==> config.mk <==
export PLATFORM = sky130hd
export DESIGN_NAME = mem8_bridge
export DESIGN_NICKNAME = d
export VERILOG_FILES = /design/src/rtl/b16_mem_pkg.sv /design/src/rtl/mem8_bridge.sv
export SDC_FILE = /design/constraint.sdc
export NUM_CORES = 1
export LEC_CHECK = 0
export BUFFER_PORTS_ARGS = -buffer_cell sky130_fd_sc_hd__buf_2
export CAP_MARGIN = 20
export CORE_MARGIN = 2
export CORE_UTILIZATION = 55
export CTS_BUF_LIST = sky130_fd_sc_hd__clkbuf_8
export DETAILED_ROUTE_END_ITERATION = 10
export HOLD_SLACK_MARGIN = 0.02
export PLACE_DENSITY_LB_ADDON = 0.1
export SLEW_MARGIN = 0
export SYNTH_ARGS = -nofsm -noshare
export SYNTH_HDL_FRONTEND = slang
export SYNTH_SLANG_ARGS = --single-unit
==> constraint.sdc <==
create_clock -name clk -period 2.9 [get_ports clk]
set_clock_uncertainty 0.2 [all_clocks]
set_input_delay 0.29 -clock clk [delete_from_list [all_inputs] [get_ports clk]]
set_output_delay 0.29 -clock clk [all_outputs]
set_load 0.05 [all_outputs]
==> src/rtl/b16_mem_pkg.sv <==
// Shared types for the b16 16-bit to 8-bit memory bridge.
// State encoding, wait counter width and byte-lane masks.
package b16_mem_pkg;

  typedef enum logic [1:0] {
    IDLE = 2'd0,
    EVEN = 2'd1,
    ODD  = 2'd2,
    DONE = 2'd3
  } state_t;

  localparam int CNT_W = 2;

  localparam logic [1:0] LANE_EVEN = 2'b10;
  localparam logic [1:0] LANE_ODD  = 2'b01;

endpackage

==> src/rtl/mem8_bridge.sv <==
// Bridges the b16 16-bit bus to 8-bit memory, stalling via run.
// Ports: clk, reset, run_in/run, addr, rd, wr, wdata, data, maddr, mdo, mdi, moe, mwe.
import b16_mem_pkg::*;

module mem8_bridge #(
  parameter int WS = 1
) (
  input  logic        clk,
  input  logic        reset,
  input  logic        run_in,
  output logic        run,
  input  logic [15:0] addr,
  input  logic        rd,
  input  logic [1:0]  wr,
  input  logic [15:0] wdata,
  output logic [15:0] data,
  output logic [15:0] maddr,
  output logic [7:0]  mdo,
  input  logic [7:0]  mdi,
  output logic        moe,
  output logic        mwe
);

  localparam logic [CNT_W-1:0] WS_C = CNT_W'(WS);

  state_t           state;
  logic [CNT_W-1:0] cnt;
  logic [14:0]      a_hi;
  logic [15:0]      wd;
  logic             is_wr;
  logic             odd_lane;
  logic             req;
  logic             any_wr;
  logic             last;

  assign req    = rd | (|wr);
  assign any_wr = |wr;
  assign last   = (cnt == WS_C);

  // DONE releases the stall so the CPU finishes in that cycle.
  assign run = run_in & ~(req & (state != DONE));

  always_ff @(posedge clk or posedge reset) begin
    if (reset) begin
      state    <= IDLE;
      cnt      <= '0;
      a_hi     <= '0;
      wd       <= '0;
      is_wr    <= 1'b0;
      odd_lane <= 1'b0;
      data     <= '0;
      maddr    <= '0;
      mdo      <= '0;
      moe      <= 1'b0;
      mwe      <= 1'b0;
    end else begin
      unique case (state)
        IDLE: begin
          if (run_in && req) begin
            a_hi  <= addr[15:1];
            wd    <= wdata;
            is_wr <= any_wr;
            // reads always fetch both bytes
            odd_lane <= any_wr ? |(wr & LANE_ODD) : 1'b1;
            cnt   <= '0;
            moe   <= ~any_wr;
            mwe   <= any_wr;
            if (!any_wr || |(wr & LANE_EVEN)) begin
              state <= EVEN;
              maddr <= {addr[15:1], 1'b0};
              mdo   <= wdata[15:8];
            end else begin
              state <= ODD;
              maddr <= {addr[15:1], 1'b1};
              mdo   <= wdata[7:0];
            end
          end
        end
        EVEN: begin
          if (last) begin
            cnt <= '0;
            if (!is_wr) data[15:8] <= mdi;
            if (odd_lane) begin
              state <= ODD;
              maddr <= {a_hi, 1'b1};
              mdo   <= wd[7:0];
            end else begin
              state <= DONE;
              moe   <= 1'b0;
              mwe   <= 1'b0;
            end
          end else begin
            cnt <= cnt + CNT_W'(1);
          end
        end
        ODD: begin
          if (last) begin
            cnt   <= '0;
            if (!is_wr) data[7:0] <= mdi;
            state <= DONE;
            moe   <= 1'b0;
            mwe   <= 1'b0;
          end else begin
            cnt <= cnt + CNT_W'(1);
          end
        end
        DONE: begin
          if (run_in) state <= IDLE;
        end
        default: state <= IDLE;
      endcase
    end
  end

endmodule

==> impl_results.md, run 1 <==
* Status: completed
* Num CTS Buffers at 9
* Starting DRC count in detailed routing at 77
* Post-synthesis sequential area ratio at 0.5154
* Final wirelength at 7055 um
* Via count at 2331
* Placed Area at 3966 um2
* Max Root-Sink Buffers at 2
* Compound-Gate Fraction of Synth Area at 0.06207
* Startpoint Class: register
* Final Wtd Congestion at 0.7845
* Leading post-synthesis cells by cell area: dfrtp_1, mux2_2, mux2_4
* Drt first pass iters at 4
* Chip height at 83.17 um
* IO Count at 89
* Hpwl dp at 4681 um
* CTS clk-pin slew, worst paths at 70 ps
* Layout area overhead at 30.53%
* Slew Viols, Final at 0
* Post-route DRC violation count at 0
* TritonCTS clock tree: done
* Synthesized area at 3447 um2
* Final setup viols at 0
* Critical Path AT at 2410 ps
* Xor/xnor share of the synthesized area at 0
* Yosys reg bits at 71
* Simple-gate share of the synthesized area at 0.07151
* Num rows at 28
* Die Area at 6916 um2
* Area of the core at 5991 um2
* Initial Util at 0.5754
* Pwr dens at 1307 nW/um2
* Routed wire length per instance at 15.82 um
* Worst setup EP type: register
* Layout cells sized above 1 at 0.5310
* Die width at 83.17 um
* Syn Area/Cell at 14.24 um2
* Lkg Pwr at 2.118 nW
* Cells after Synth at 242
* Largest family of logic cells by synthesized area: multiplexers
* Final Critical Period at 2382 ps
* Vias in the first global route at 2450
* Max-slew headroom at 0.5191
* Root buf cell: clkbuf_8
* ANT nets after route at 0
* Critical path class: reg2reg
* Net Count, Synth at 293
* GR Util All Layers at 0.2188
* Worst-Margin Slew at 719.7 ps
* Cell variety after synth at 33
* Tightest Hold Check Type: in2reg
* Adder-cell share of the synthesized area at 0.01815
* Multiplexer share of the synthesized area at 0.2936
* Post-CTS setup buffers at 0
* ANT cells at 0
* # H-tree levels at 3
* WP data required at 2930 ps
* Max frequency at 419.9 MHz
* CP max FO at 16
* RSZ-0062 raised after global routing: false
* Global-route wire length before repair at 12130 um
* Initial antenna violation count at 0
* Clk Latency, worst-skew pair at 350 ps
* Largest net degree at the start of global routing at 47
* Final period util at 0.8212
* Fin area at 4499 um2
* DR vias/cell at 5.226
* Setup TNS at 0 ps
* Nets@finish at 417
* Share of the synthesized area in the top cell type at 0.5154
* Max-Cap Viols at 0
* Final hold violation count at 0
* Synth area leader: dfrtp_1
* Port Buffers at 87
* Clock Sinks at 71
* VDD IR-drop max at 0.8550 mV
* Final global-route overflow total at 0
* YS warnings at 0
==> kinds of logic (layout without fill, tap and decap cells) <==
group,after synthesis,count (layout)
and+or+nand+nor,37,37
DFF,71,71
muxes,84,84
adders and majority gates,5,5
AOI/OAI and AO/OA,20,20
buffers and inverters,25,154
==> where the power goes <==
part	switching, mW	total (mW)	internal (mW)
combinational	1.93	3.27	1.34
clock	0.369	0.846	0.478
sequential	0.260	1.76	1.50
==> layout by cell type (no fill, tap or decap), types with 4 or more instances in the layout <==
master / n
buf_2: 87
dfrtp_1: 71
mux2_2: 60
dlygate4sd3_1: 32
mux2_4: 19
inv_1: 12
nand2_1: 11
clkbuf_8: 9
o311ai_1: 7
nand4bb_1: 6
buf_4: 5
nand2b_1: 4
nor2b_1: 4
nor2_1: 4
mux2i_1: 4
ha_1: 4
==> cells in the mapped netlist, drive strengths merged <==
cell,instances
mux2,80
mux2i,4
a221oi,2
a32o,1
nor2b,4
dfrtp,71
o21a,1
a21o,1
or4bb,2
ha,5
a22o,1
nand4bb,6
buf,8
inv,12
nor2,4
nand2,11
nand2b,4
nand4b,1
a22oi,1
o21ai,2
nor3,2
o31ai,1
o311ai,9
or2,1
a21boi,1
clkbuf,5
nor3b,2
==> path summary, 6_finish.rpt <==
| kind | from | end | slack (ps) | cells past startpoint |
|---|---|---|---|---|
| max | state[1]$_DFFE_PP0P_ | maddr[12]$_DFFE_PP0P_ | 520 | 6 |
| min | rd | cnt[1]$_DFFE_PP0P_ | 200 | 4 |
| max reg2reg | state[1]$_DFFE_PP0P_ | maddr[12]$_DFFE_PP0P_ | 520 | 6 |
| min reg2reg | maddr[13]$_DFFE_PP0P_ | maddr[13]$_DFFE_PP0P_ | 300 | 1 |
| max in group asynchronous | reset | maddr[14]$_DFFE_PP0P_ | 1500 | 4 |
| min in group asynchronous | reset | data[15]$_DFFE_PP0P_ | 340 | 3 |
==> per-stage QoR <==
| step | setup slack, ps | std cells | power, mW | utilization | hold slack, ps |
|---|---|---|---|---|---|
| after floorplan | 613.4 | 242 | 4.383 | - | 221.7 |
| after global placement | 529.1 | 398 | 4.955 | 0.6621 | 171.2 |
| after detailed placement | 517.8 | 398 | 5.034 | 0.6621 | 180.6 |
| after CTS | 494.6 | 446 | 5.936 | 0.7510 | 186.7 |
| after global routing | 370.0 | 446 | 6.209 | 0.7510 | 229.3 |
| final | 518.4 | 446 | 5.882 | 0.7510 | 196.4 |
==> cell type report <==
| class | instances | area [um2] |
|---|---|---|
| Clock inverter | 7 | 88.84 |
| Fill cell | 409 | 1491 |
| Inverter | 12 | 45.04 |
| Clock buffer | 9 | 123.9 |
| Tap cell | 75 | 93.84 |
| Multi-Input combinational cell | 146 | 1538 |
| Sequential cell | 71 | 1777 |
| Timing Repair Buffer | 126 | 833.3 |
==> worst max-delay path, cell delays in order, from the launching register on <==
cell      delay, ps
dfrtp_1         400
inv_1           120
ha_2            390
nand4b_1        200
a22oi_4         370
buf_12          220
mux2_2          350
==> flip-flops by register name, summed over array words and instances, names as in the netlist <==
| register | cells |
|---|---|
| moe | 1 |
| cnt | 2 |
| mdo | 8 |
| odd_lane | 1 |
| wd | 8 |
| maddr | 16 |
| is_wr | 1 |
| data | 16 |
| a_hi | 15 |
| state | 2 |
| mwe | 1 |
==> routing by layer <==
layer,global-route usage,share of wire,wire (um),up-vias
li1,-,-,-,1117
met2,0.3475,0.48,3358,64
met4,0.08495,0.018,126,0
met5,0,0,0,-
met3,0.04970,0.051,357,10
met1,0.2935,0.46,3213,1140
==> what timing repair did <==
item                                   in CTS  in global routing
gates resized for setup                     0                  0
endpoints found under the hold margin      64                  0
hold buffers                               32                  0
No activity file was read; power rests on OpenSTA's default activity.
==> inputs of run 2 (changes only) <==
Settings changed: CORE_UTILIZATION 55 to 49.
Clock period 2.9 ns to 2 ns, I/O delays scaled along.
==> run 2 against run 1 <==
Against the previous run:
- the flow now finishes with violations (negative setup slack)
- first-iteration DRC count down 2.6%
- clock-buffer cell count up 2
- register-to-register slack worse by 540 ps
- critical endpoint is now mdo[4]$_DFFE_PP0P_
- critical path type unchanged
- clock power up 55%
- via count up 4.3%
- fmax up 18%
==> impl_results.md, run 2 (synthesized netlist as in run 1, its figures left out) <==
* Post-route DRC violation count at 0
* Post-route insts no fill at 486
* Filler cells at 477
* Initial antenna violation count at 0
* Critical Path AT at 2040 ps
* Final global-route overflow total at 0
* Final setup viols at 7
* Min-delay src: run_in
* VDD IR-drop max at 1.004 mV
* Layout cells sized above 1 at 0.5641
* Global-route wire length before repair at 12120 um
* Num rows at 30
* R2R Path Start: state[1]$_DFFE_PP0P_
* Root buf cell: clkbuf_8
* Worst-Margin Slew at 528.2 ps
* Max Root-Sink Buffers at 2
* Die width at 87.88 um
* WP data required at 2020 ps
* Worst setup EP type: register
* Num CTS Buffers at 9
* CP max FO at 7
* Sequential Area at 1777 um2
* Pwr dens at 1905 nW/um2
* Most frequent cells in the layout: buf_2, dfrtp_1, mux2_2, dlygate4sd3_1, buf_4
* Final period util at 1.009
* Max-slew headroom at 0.6434
* Final Critical Period at 2017 ps
* Critical path class: reg2reg
* Multi-input gate area at 1574 um2
* CP startpoint: state[1]$_DFFE_PP0P_
* Status: finished with violations
* Hpwl dp at 4949 um
* CTS clk-pin slew, worst paths at 80 ps
* Routed wire length per instance at 15.13 um
* Via count at 2431
* Max-Cap Viols at 0
* Area of the core at 6794 um2
* ANT nets after route at 0
* # H-tree levels at 3
* Setup slack after layout at -17.35 ps
* Largest net degree at the start of global routing at 41
* Final Wtd Congestion at 0.7535
* Lkg Pwr at 2.242 nW
* Slew Viols, Final at 0
* Clk Latency, worst-skew pair at 340 ps
* Max frequency at 495.7 MHz
* DR vias/cell at 5.002
* Final wirelength at 7352 um
* Drt first pass iters at 4
* Biggest regs: data (16), maddr (16), a_hi (15)
* TritonCTS clock tree: done
* ANT cells at 0
* GR Util All Layers at 0.2070
* Layout area overhead at 38.26%
* Clock Sinks at 71
* Starting DRC count in detailed routing at 75
* Final hold slack at 97.43 ps
* Failing checks: negative setup slack
* Tightest Hold Check Type: in2reg
* Chip height at 87.88 um
* Final hold violation count at 0
* Initial Util at 0.5074
* Cell total after placement at 433
* RSZ-0062 raised after global routing: true
* Vias in the first global route at 2553
* Startpoint Class: register
* Most common cell after layout, fill and taps aside: buf_2
* Nets@finish at 436
* Port Buffers at 87
* IO Count at 89
* Die Area at 7722 um2
## run 2: final timing paths
check,slack (ps),endpoint,depth (start not counted)
setup / recovery,-20,mdo[4]$_DFFE_PP0P_,6
hold / removal,100,wd[1]$_DFFE_PP0P_,3
setup reg to reg,-20,mdo[4]$_DFFE_PP0P_,6
hold reg to reg,300,a_hi[3]$_DFFE_PP0P_,1
max in group asynchronous,870,is_wr$_DFFE_PP0P_,4
min in group asynchronous,330,a_hi[12]$_DFFE_PP0P_,4
## run 2: stage by stage
step / TNS [ps] / utilization / power (mW) / instance area (um2) / setup slack (ps)
2_1_floorplan: 0 / - / 6.381 / 3461 / 11.24
3_3_place_gp: -2.965 / 0.6083 / 7.464 / 4133 / -1.096
3_5_place_dp: -851.5 / 0.6083 / 7.577 / 4133 / -75.76
4_1_cts: -58.98 / 0.7028 / 9.212 / 4775 / -11.69
5_1_grt: -733.3 / 0.7015 / 9.626 / 4766 / -81.74
6_report: -94.25 / 0.7015 / 9.079 / 4766 / -17.35
## run 2: final cells by class
type,instances,area share
clock inverters,5,0.01680
well taps,96,0.02520
multi-input cells,146,0.3303
repair buffers,145,0.2129
flip-flops and latches,71,0.3728
inverters,12,0.01024
clock buffers,11,0.03177
## run 2: critical path: stages, from the launching register on
cell	delay [ps]
dfrtp_1	400
inv_2	90
ha_4	170
nand4b_1	160
a22oi_4	270
bufbuf_16	320
mux2_4	290
## run 2: what timing repair did
item | 4_1_cts | 5_1_grt
gates resized for setup | 6 | 5
hold endpoints to repair | 117 | 0
setup endpoints to repair | 25 | 28
hold buffers | 32 | 0
setup buffers | 4 | 2
gates cloned | 1 | 0
pin swaps | 1 | 1
## run 2: report_power, final
| group | switching (mW) | internal (mW) |
|---|---|---|
| sequential | 0.384 | 2.18 |
| combinational | 2.92 | 2.29 |
| clock | 0.536 | 0.771 |
## run 2: per-layer routing
metal / global-route usage / vias to the layer above / wire, um
met4: 0.07692 / 0 / 113
li1: - / 1160 / -
met2: 0.3361 / 60 / 3501
met3: 0.07069 / 11 / 398
met5: 0 / - / 0
met1: 0.2568 / 1200 / 3339
